## src/rtl/cic_integrator_cascade_if.sv

```systemverilog
// Sample stream bundle for the CIC integrator cascade: input samples in, integrated samples out.
interface cic_integrator_cascade_if #(
  parameter int IN_WIDTH  = 12,
  parameter int ACC_WIDTH = 32,
  parameter int CH_WIDTH  = 4
);
  logic                        x_valid;
  logic [CH_WIDTH-1:0]         x_ch;
  logic signed [IN_WIDTH-1:0]  x;
  logic                        y_valid;
  logic [CH_WIDTH-1:0]         y_ch;
  logic signed [ACC_WIDTH-1:0] y;

  modport master (output x_valid, x_ch, x, input y_valid, y_ch, y);
  modport slave  (input x_valid, x_ch, x, output y_valid, y_ch, y);
endinterface

```

## src/rtl/cic_integrator_cascade.sv

```systemverilog
// Time-multiplexed N-stage CIC integrator cascade, one sample per clock, wrap-around arithmetic.
// Optional per-channel accumulator clear: define CIC_INTEGRATOR_CASCADE_CLEAR_EN.
module cic_integrator_cascade #(
  parameter int IN_WIDTH  = 12,
  parameter int ACC_WIDTH = 32,
  parameter int STAGES    = 4,
  parameter int CHANNELS  = 1,
  parameter int CH_WIDTH  = 4
) (
  input  logic                clk,
  input  logic                rst,
`ifdef CIC_INTEGRATOR_CASCADE_CLEAR_EN
  input  logic                clr,
  input  logic [CH_WIDTH-1:0] clr_ch,
`endif
  cic_integrator_cascade_if.slave stream
);

  localparam logic [CH_WIDTH:0] CH_LIMIT = (CH_WIDTH+1)'(CHANNELS);

  function automatic logic signed [ACC_WIDTH-1:0] sign_extend(input logic signed [IN_WIDTH-1:0] s);
    return ACC_WIDTH'(s);
  endfunction

  // Modulo 2^ACC_WIDTH; the comb section downstream depends on this wrap.
  function automatic logic signed [ACC_WIDTH-1:0] wrap_add(input logic signed [ACC_WIDTH-1:0] a,
                                                           input logic signed [ACC_WIDTH-1:0] b);
    return a + b;
  endfunction

  logic signed [ACC_WIDTH-1:0] acc    [STAGES][CHANNELS];
  logic signed [ACC_WIDTH-1:0] d_p    [STAGES];
  logic [CH_WIDTH-1:0]         ch_p   [STAGES];
  logic                        vld_p  [STAGES];

  logic signed [ACC_WIDTH-1:0] d_in   [STAGES];
  logic [CH_WIDTH-1:0]         ch_in  [STAGES];
  logic                        vld_in [STAGES];
  logic signed [ACC_WIDTH-1:0] acc_rd [STAGES];
  logic signed [ACC_WIDTH-1:0] sum    [STAGES];
  logic                        clr_hit[STAGES];
  logic                        clr_en;
  logic [CH_WIDTH-1:0]         clr_sel;

`ifdef CIC_INTEGRATOR_CASCADE_CLEAR_EN
  assign clr_en  = clr;
  assign clr_sel = clr_ch;
`else
  assign clr_en  = 1'b0;
  assign clr_sel = '0;
`endif

  always_comb begin
    d_in[0]   = sign_extend(stream.x);
    ch_in[0]  = stream.x_ch;
    vld_in[0] = stream.x_valid && ({1'b0, stream.x_ch} < CH_LIMIT);
    for (int k = 1; k < STAGES; k++) begin
      d_in[k]   = d_p[k-1];
      ch_in[k]  = ch_p[k-1];
      vld_in[k] = vld_p[k-1];
    end
    for (int k = 0; k < STAGES; k++) begin
      acc_rd[k] = '0;
      for (int c = 0; c < CHANNELS; c++) begin
        if (ch_in[k] == CH_WIDTH'(c)) acc_rd[k] = acc[k][c];
      end
      sum[k]     = wrap_add(acc_rd[k], d_in[k]);
      clr_hit[k] = vld_in[k] && clr_en && (ch_in[k] == clr_sel);
    end
  end

  // Stage k registers: accumulator read-modify-write and the d/ch/vld pipeline
  always_ff @(posedge clk) begin
    if (rst) begin
      for (int k = 0; k < STAGES; k++) begin
        vld_p[k] <= 1'b0;
        d_p[k]   <= '0;
        ch_p[k]  <= '0;
        for (int c = 0; c < CHANNELS; c++) acc[k][c] <= '0;
      end
    end else begin
      for (int k = 0; k < STAGES; k++) begin
        vld_p[k] <= vld_in[k];
        if (vld_in[k]) begin
          ch_p[k] <= ch_in[k];
          if (clr_hit[k]) d_p[k] <= (k == 0) ? '0 : d_in[k];
          else            d_p[k] <= sum[k];
        end
        for (int c = 0; c < CHANNELS; c++) begin
          if (clr_en && clr_sel == CH_WIDTH'(c))
            acc[k][c] <= '0;
          else if (vld_in[k] && ch_in[k] == CH_WIDTH'(c))
            acc[k][c] <= sum[k];
        end
      end
    end
  end

  // Output boundary: final stage registers drive the stream directly
  assign stream.y_valid = vld_p[STAGES-1];
  assign stream.y_ch    = ch_p[STAGES-1];
  assign stream.y       = d_p[STAGES-1];

endmodule

```

## src/flat_wrapper.sv

```systemverilog
// flat-port wrapper written by rule: the top's interface ports become plain ports
module cic_integrator_cascade_flat 
#(
  parameter int IN_WIDTH  = 12,
  parameter int ACC_WIDTH = 32,
  parameter int STAGES    = 4,
  parameter int CHANNELS  = 1,
  parameter int CH_WIDTH  = 4
)
  (clk, rst, stream_x_valid, stream_x_ch, stream_x, stream_y_valid, stream_y_ch, stream_y);
  cic_integrator_cascade_if #(.IN_WIDTH(IN_WIDTH), .ACC_WIDTH(ACC_WIDTH), .CH_WIDTH(CH_WIDTH)) stream_i ();
  input  logic clk;
  input  logic rst;
  input wire logic [$bits(stream_i.x_valid)-1:0] stream_x_valid;
  input wire logic [$bits(stream_i.x_ch)-1:0] stream_x_ch;
  input wire logic [$bits(stream_i.x)-1:0] stream_x;
  output wire logic [$bits(stream_i.y_valid)-1:0] stream_y_valid;
  output wire logic [$bits(stream_i.y_ch)-1:0] stream_y_ch;
  output wire logic [$bits(stream_i.y)-1:0] stream_y;
  assign stream_i.x_valid = stream_x_valid;
  assign stream_i.x_ch = stream_x_ch;
  assign stream_i.x = stream_x;
  assign stream_y_valid = stream_i.y_valid;
  assign stream_y_ch = stream_i.y_ch;
  assign stream_y = stream_i.y;
  cic_integrator_cascade #(.IN_WIDTH(IN_WIDTH), .ACC_WIDTH(ACC_WIDTH), .STAGES(STAGES), .CHANNELS(CHANNELS), .CH_WIDTH(CH_WIDTH)) u_core (.clk(clk), .rst(rst), .stream(stream_i));
endmodule
```

## config.mk

```make
export PLATFORM = sky130hd
export DESIGN_NAME = cic_integrator_cascade_flat
export DESIGN_NICKNAME = d
export VERILOG_FILES = /design/src/rtl/cic_integrator_cascade_if.sv /design/src/rtl/cic_integrator_cascade.sv /design/src/flat_wrapper.sv
export SDC_FILE = /design/constraint.sdc
export NUM_CORES = 1
export LEC_CHECK = 0
export ABC_AREA = 1
export BUFFER_PORTS_ARGS = -buffer_cell sky130_fd_sc_hd__buf_2
export CAP_MARGIN = 15
export CORE_UTILIZATION = 45
export DETAILED_ROUTE_END_ITERATION = 10
export MAX_ROUTING_LAYER = met4
export PLACE_DENSITY = 0.69
export SLEW_MARGIN = 20
export SYNTH_ARGS = -nofsm -noshare
export SYNTH_HDL_FRONTEND = slang
export SYNTH_SLANG_ARGS = --single-unit
```

## constraint.sdc

```tcl
create_clock -name clk -period 6.55 [get_ports clk]
set_input_delay 0.9825 -clock clk [delete_from_list [all_inputs] [get_ports clk]]
set_output_delay 0.9825 -clock clk [all_outputs]
set_load 0.05 [all_outputs]
```

### After elaboration in Yosys (flattened, before gate mapping)

Memories as Yosys holds them, arrays and structs flattened.
Cells that the tools add are included.

| operators by class | value |
|---|---|
| add/subtract/negate cells | 4 |
| order comparisons | 1 |
| mux-type cells | 47 |
| bitwise operators | 16 |
| reduce and logical (&&, ||, !) cells | 9 |

Operators with widths:

| kind | count |
|---|---|
| 2-to-1 mux 32 bit | 12 |
| adder 32 bit | 3 |
| adder 32 x 12 -> 32 bit | 1 |
| 2-to-1 mux 1 bit | 31 |
| logical NOT 4 bit | 4 |
| 2-to-1 mux 4 bit | 4 |
| bitwise OR 1 bit | 16 |
| logical AND 1 bit | 5 |
| less-than comparator 4 x 1 -> 1 bit, second input constant | 1 |

| storage, ports and cells | value |
|---|---|
| bits in registers | 0 |
| memory bits (writable) | 276 |
| bits of input ports | 19 |
| logic and storage cells | 81 |
| memories | 4 |

Memory list:

| memory | words | width | read ports | clocked after Yosys merged registers in | write ports | line | RTL |
|---|---|---|---|---|---|---|---|
| u_core.acc | 4 | 32 | 4 | 0 | 4 | cic_integrator_cascade.sv:31 | `logic signed [ACC_WIDTH-1:0] acc [STAGES][CHANNELS];` |
| u_core.d_p | 4 | 32 | 4 | 0 | 4 | cic_integrator_cascade.sv:32 | `logic signed [ACC_WIDTH-1:0] d_p [STAGES];` |
| u_core.ch_p | 4 | 4 | 4 | 0 | 4 | cic_integrator_cascade.sv:33 | `logic [CH_WIDTH-1:0] ch_p [STAGES];` |
| u_core.vld_p | 4 | 1 | 4 | 0 | 4 | cic_integrator_cascade.sv:34 | `logic vld_p [STAGES];` |

### Longest topological paths before layout

| depth | value |
|---|---|
| depth after elaboration | 7 |
| mapped depth | 18 |

### Least setup slack after synthesis

Ideal clock, no wire load.

| path | value |
|---|---|
| path type | in2reg |
| from | input stream_x_ch[0] |
| to | memory u_core.ch_p[0][0], enable pin |
| setup time | 479 ps |
| data arrival time | 3835 ps |
| data required time | 6071 ps |
| setup slack | 2236 ps |
| cell stages on the path | 3 |
| buffers on the path | 0 |
| cell sequence | nor2_1 > nand2_1 > o21ai_0 |

RTL lines:

| what | line | RTL |
|---|---|---|
| start, declared | flat_wrapper.sv:15 | `input wire logic [$bits(stream_i.x_ch)-1:0] stream_x_ch;` |
| end, declared | cic_integrator_cascade.sv:33 |  |

==> results.md <==
- Die Height: between 200 and 250 um
- Ant. Diodes: 0
- Worst Tran Pin Value: 1.07 ns
- Crit path time final: 3.22 ns
- Hold Buf Count CTS: 0
- Sw Pwr: 1.06 mW
- RSZ-0062 raised after global routing: false
- P per Cell Area: 195 mW/mm2
- Initial Util: 46.0%
- R2R Setup Slk: 3.33 ns
- Crit-path slowest cell: nand4_1
- Per-cell routed wire length: approximately 14 um
- Initial antenna violation count: 0
- WP buf/inv: 4
- Die Area: 0.0452 mm2
- Sw frac: 24.7%
- Core area: 0.0435 mm2
- P_int: 3.25 mW
- TritonRoute pass-1 iters: 5
- Crit path kind: reg -> reg
- Die W: around 210 um
- CP top delay family: simple AND/OR/NAND/NOR gates
- YS warnings: 0
- CP Cell Sequence: inv_1 > nand4_1 > buf_4 > nor2_1 > ha_1 > nand2_1 > inv_1 > nand2_1 > inv_1 > a21oi_1 > nand2_2 > nand2_1 > nand3_1 > nand2_1 > nor2_1
- Rows: 76
- Setup TNS: 0 ns
- HP Class: reg -> reg
- GRT Util Overall: 23.4%
- Mapped Cells: 2869
- Crit path depth: 15
- Clock Path Buffers: 3
- Post-synth ARST share: 0%
- DRC marker count from the first detailed-route iteration: 1064
- Commonest cells after routing, fill and taps aside: 923 x nand2_1, 608 x inv_1, 532 x nor2_1
- Flops & latches, synth: 276
- Largest fanout on the critical path: 15
- Fillers: 4352
- Setup Fix Bufs, Post-CTS: 0
- Combinational Power Share: 9.4%
- CP startpoint kind: flip-flop
- Number of remaining DRC errors: 0
- H-Tree Depth: 2
- Num ports: 56
- Total Power: 4.31 mW
- Worst skew pair latency: 0.55 ns
- Largest net degree at the start of global routing: 38
- Most used cell, CP: nand2_1
- Total Routed Length: 48.9 mm
- Status: completed
- Overflow after GRT: 0
- CP Capture Type: flip-flop
- CTS Buf Count: 34
- Slew Limit Fails: 0
- DP Wirelength: 38.8 mm
- First-pass GRT wire length: about 81 mm
- Clock Tree Root: clkbuf_16
- Leak: 11.7 nW
- Port bufs: between 50 and 60
- Max_slew headroom: between 20% and 30%
- Worst vdd ir: 0.160 mV
- CTS tree: yes
- Tcrit/Tclk final: 49.1%
- DR vias/cell: 4.78
- Post-DP Area: 0.0210 mm2
- Hold Path Cell Cnt: 2
- Final Cell Area: 0.0221 mm2
- Most common cell after layout, fill and taps aside: nand2_1
- Cts repair resizes: 0
- EDFF count, synth: 272
- CTS clk-pin slew, worst paths: ~0.060 ns
- Skew final: between 0.01 and 0.015 ns
- Crit path DAT: around 3.5 ns
- FF-to-FF path depth: 15
- Vias in the first global route: 16800
- Clk network pwr share: 43.6%
- Layout cell share with drive strength beyond 1: 5.23%
- Max Clk Rate: between 0.3 and 0.4 GHz
- Clock sink total: 276
- Share of the yosys chip area belonging to registers: 41.3%
- Hold Fails Final Rpt: 0
- CP peak stage delay: 0.59 ns
- Ys flop type: edfxtp_1
- Mean Syn Cell Area: 6.96 um2
- Max-Cap Viols: 0
- Post-synth cell types: 36
- Area growth syn-to-layout: 10.4%
- ANT nets after route: 0
- Final number of setup-violating endpoints: 0
- RePlAce Congestion: 0.997
- Vias: 17000
- Final nets: 3092
- Reg power frac: 47.0%
- Mapped Area: 0.0200 mm2
- Critical Path RT: 6.82 ns
through the flow:
step | hold WS, ns | setup slack (ns) | util (%) | std cells
after floorplan | 0.447 | 2.24 | - | 2872
after global placement | 0.515 | 3.06 | 48.2 | 3494
after detailed placement | 0.515 | 3.01 | 48.2 | 3494
after CTS | 0.524 | 3.27 | 50.7 | 3550
after global routing | 0.548 | 3.03 | 50.7 | 3550
final | 0.525 | 3.33 | 50.7 | 3550
synth_stat cells (2+ instances only):
master / number / area (um2)
xor2_1: 27 / 236
fa_1: 4 / 80.1
nand2_2: 14 / 87.6
ha_1: 124 / 1550
and2_1: 5 / 31.3
xnor2_1: 18 / 158
nand4_1: 13 / 81.3
a21oi_1: 109 / 546
nand3_1: 80 / 400
nor2_1: 532 / 2000
buf_4: 2 / 15.0
edfxtp_1: 272 / 8170
clkbuf_1: 19 / 71.3
nand3b_1: 23 / 173
inv_1: 609 / 2290
buf_1: 3 / 11.3
nor2_2: 4 / 25.0
nand2_1: 923 / 3460
buf_6: 3 / 33.8
inv_2: 5 / 18.8
nor4_1: 2 / 12.5
buf_2: 7 / 35.0
o21bai_1: 4 / 30.0
nor3_1: 25 / 125
o21ai_1: 4 / 20.0
o21a_1: 4 / 30.0
a21o_1: 5 / 37.5
dfxtp_1: 4 / 80.1
nand3_2: 5 / 50.1
o21ai_0: 14 / 70.1
per-layer routing:
metal,routed length [um],up-vias,GRT usage (%)
met5,0,-,-
met2,24600,340,42.0
met1,20800,7587,26.3
met3,1630,118,2.46
li1,-,8907,-
met4,1900,0,10.2
worst reg2reg max path, cell delays in order, from the launching register on:
cell and delay [ns]:
edfxtp_1 0.35, inv_1 0.08, nand4_1 0.59, buf_4 0.46, nor2_1 0.13, ha_1 0.30
nand2_1 0.13, inv_1 0.06, nand2_1 0.10, inv_1 0.08, a21oi_1 0.18, nand2_2 0.11
nand2_1 0.14, nand3_1 0.08, nand2_1 0.11, nor2_1 0.05
power groups by stage:
stage               sequential (mW)  combinational, mW  clock, mW
finish                         2.03              0.403       1.88
global route                   2.03              0.455       1.98
CTS                            2.03              0.404       1.93
detailed placement             2.06              0.403          0
global placement               2.06              0.398          0
floorplan                      2.09              0.265          0
layout make-up:
cell class	instances	area, um2	share of cell area (%)
Tap cell	585	732	3.32
Sequential cell	276	8250	37.4
Inverter	614	2300	10.5
Clock inverter	16	189	0.857
Multi-Input combinational cell	1948	9290	42.1
Clock buffer	40	895	4.06
Timing Repair Buffer	71	395	1.79
cells by family after synthesis:
logic type | after synthesis | share of synthesized area (%)
flip-flops | 276 | 41.3
AND/OR/NAND/NOR | 1629 | 32.4
other | 1 | 0.0188
buffers and inverters | 648 | 12.4
adder cells (fa/ha/maj) | 128 | 8.17
AO/OA/AOI/OAI | 142 | 3.76
XOR/XNOR | 45 | 1.97
sequential cells by signal, indices dropped and copies added, names as in the netlist:
signal        flops
u_core.acc      128
u_core.ch_p      16
u_core.d_p      128
u_core.vld_p      4
worst paths after layout:
path                startpoint                 to
max          u_core.ch_p[0][6]  u_core.d_p[2][29]
min            u_core.vld_p[2]    u_core.vld_p[3]
max reg2reg  u_core.ch_p[0][6]  u_core.d_p[2][29]
min reg2reg    u_core.vld_p[2]    u_core.vld_p[3]
Note: power is estimated with default switching activity, not from simulation.
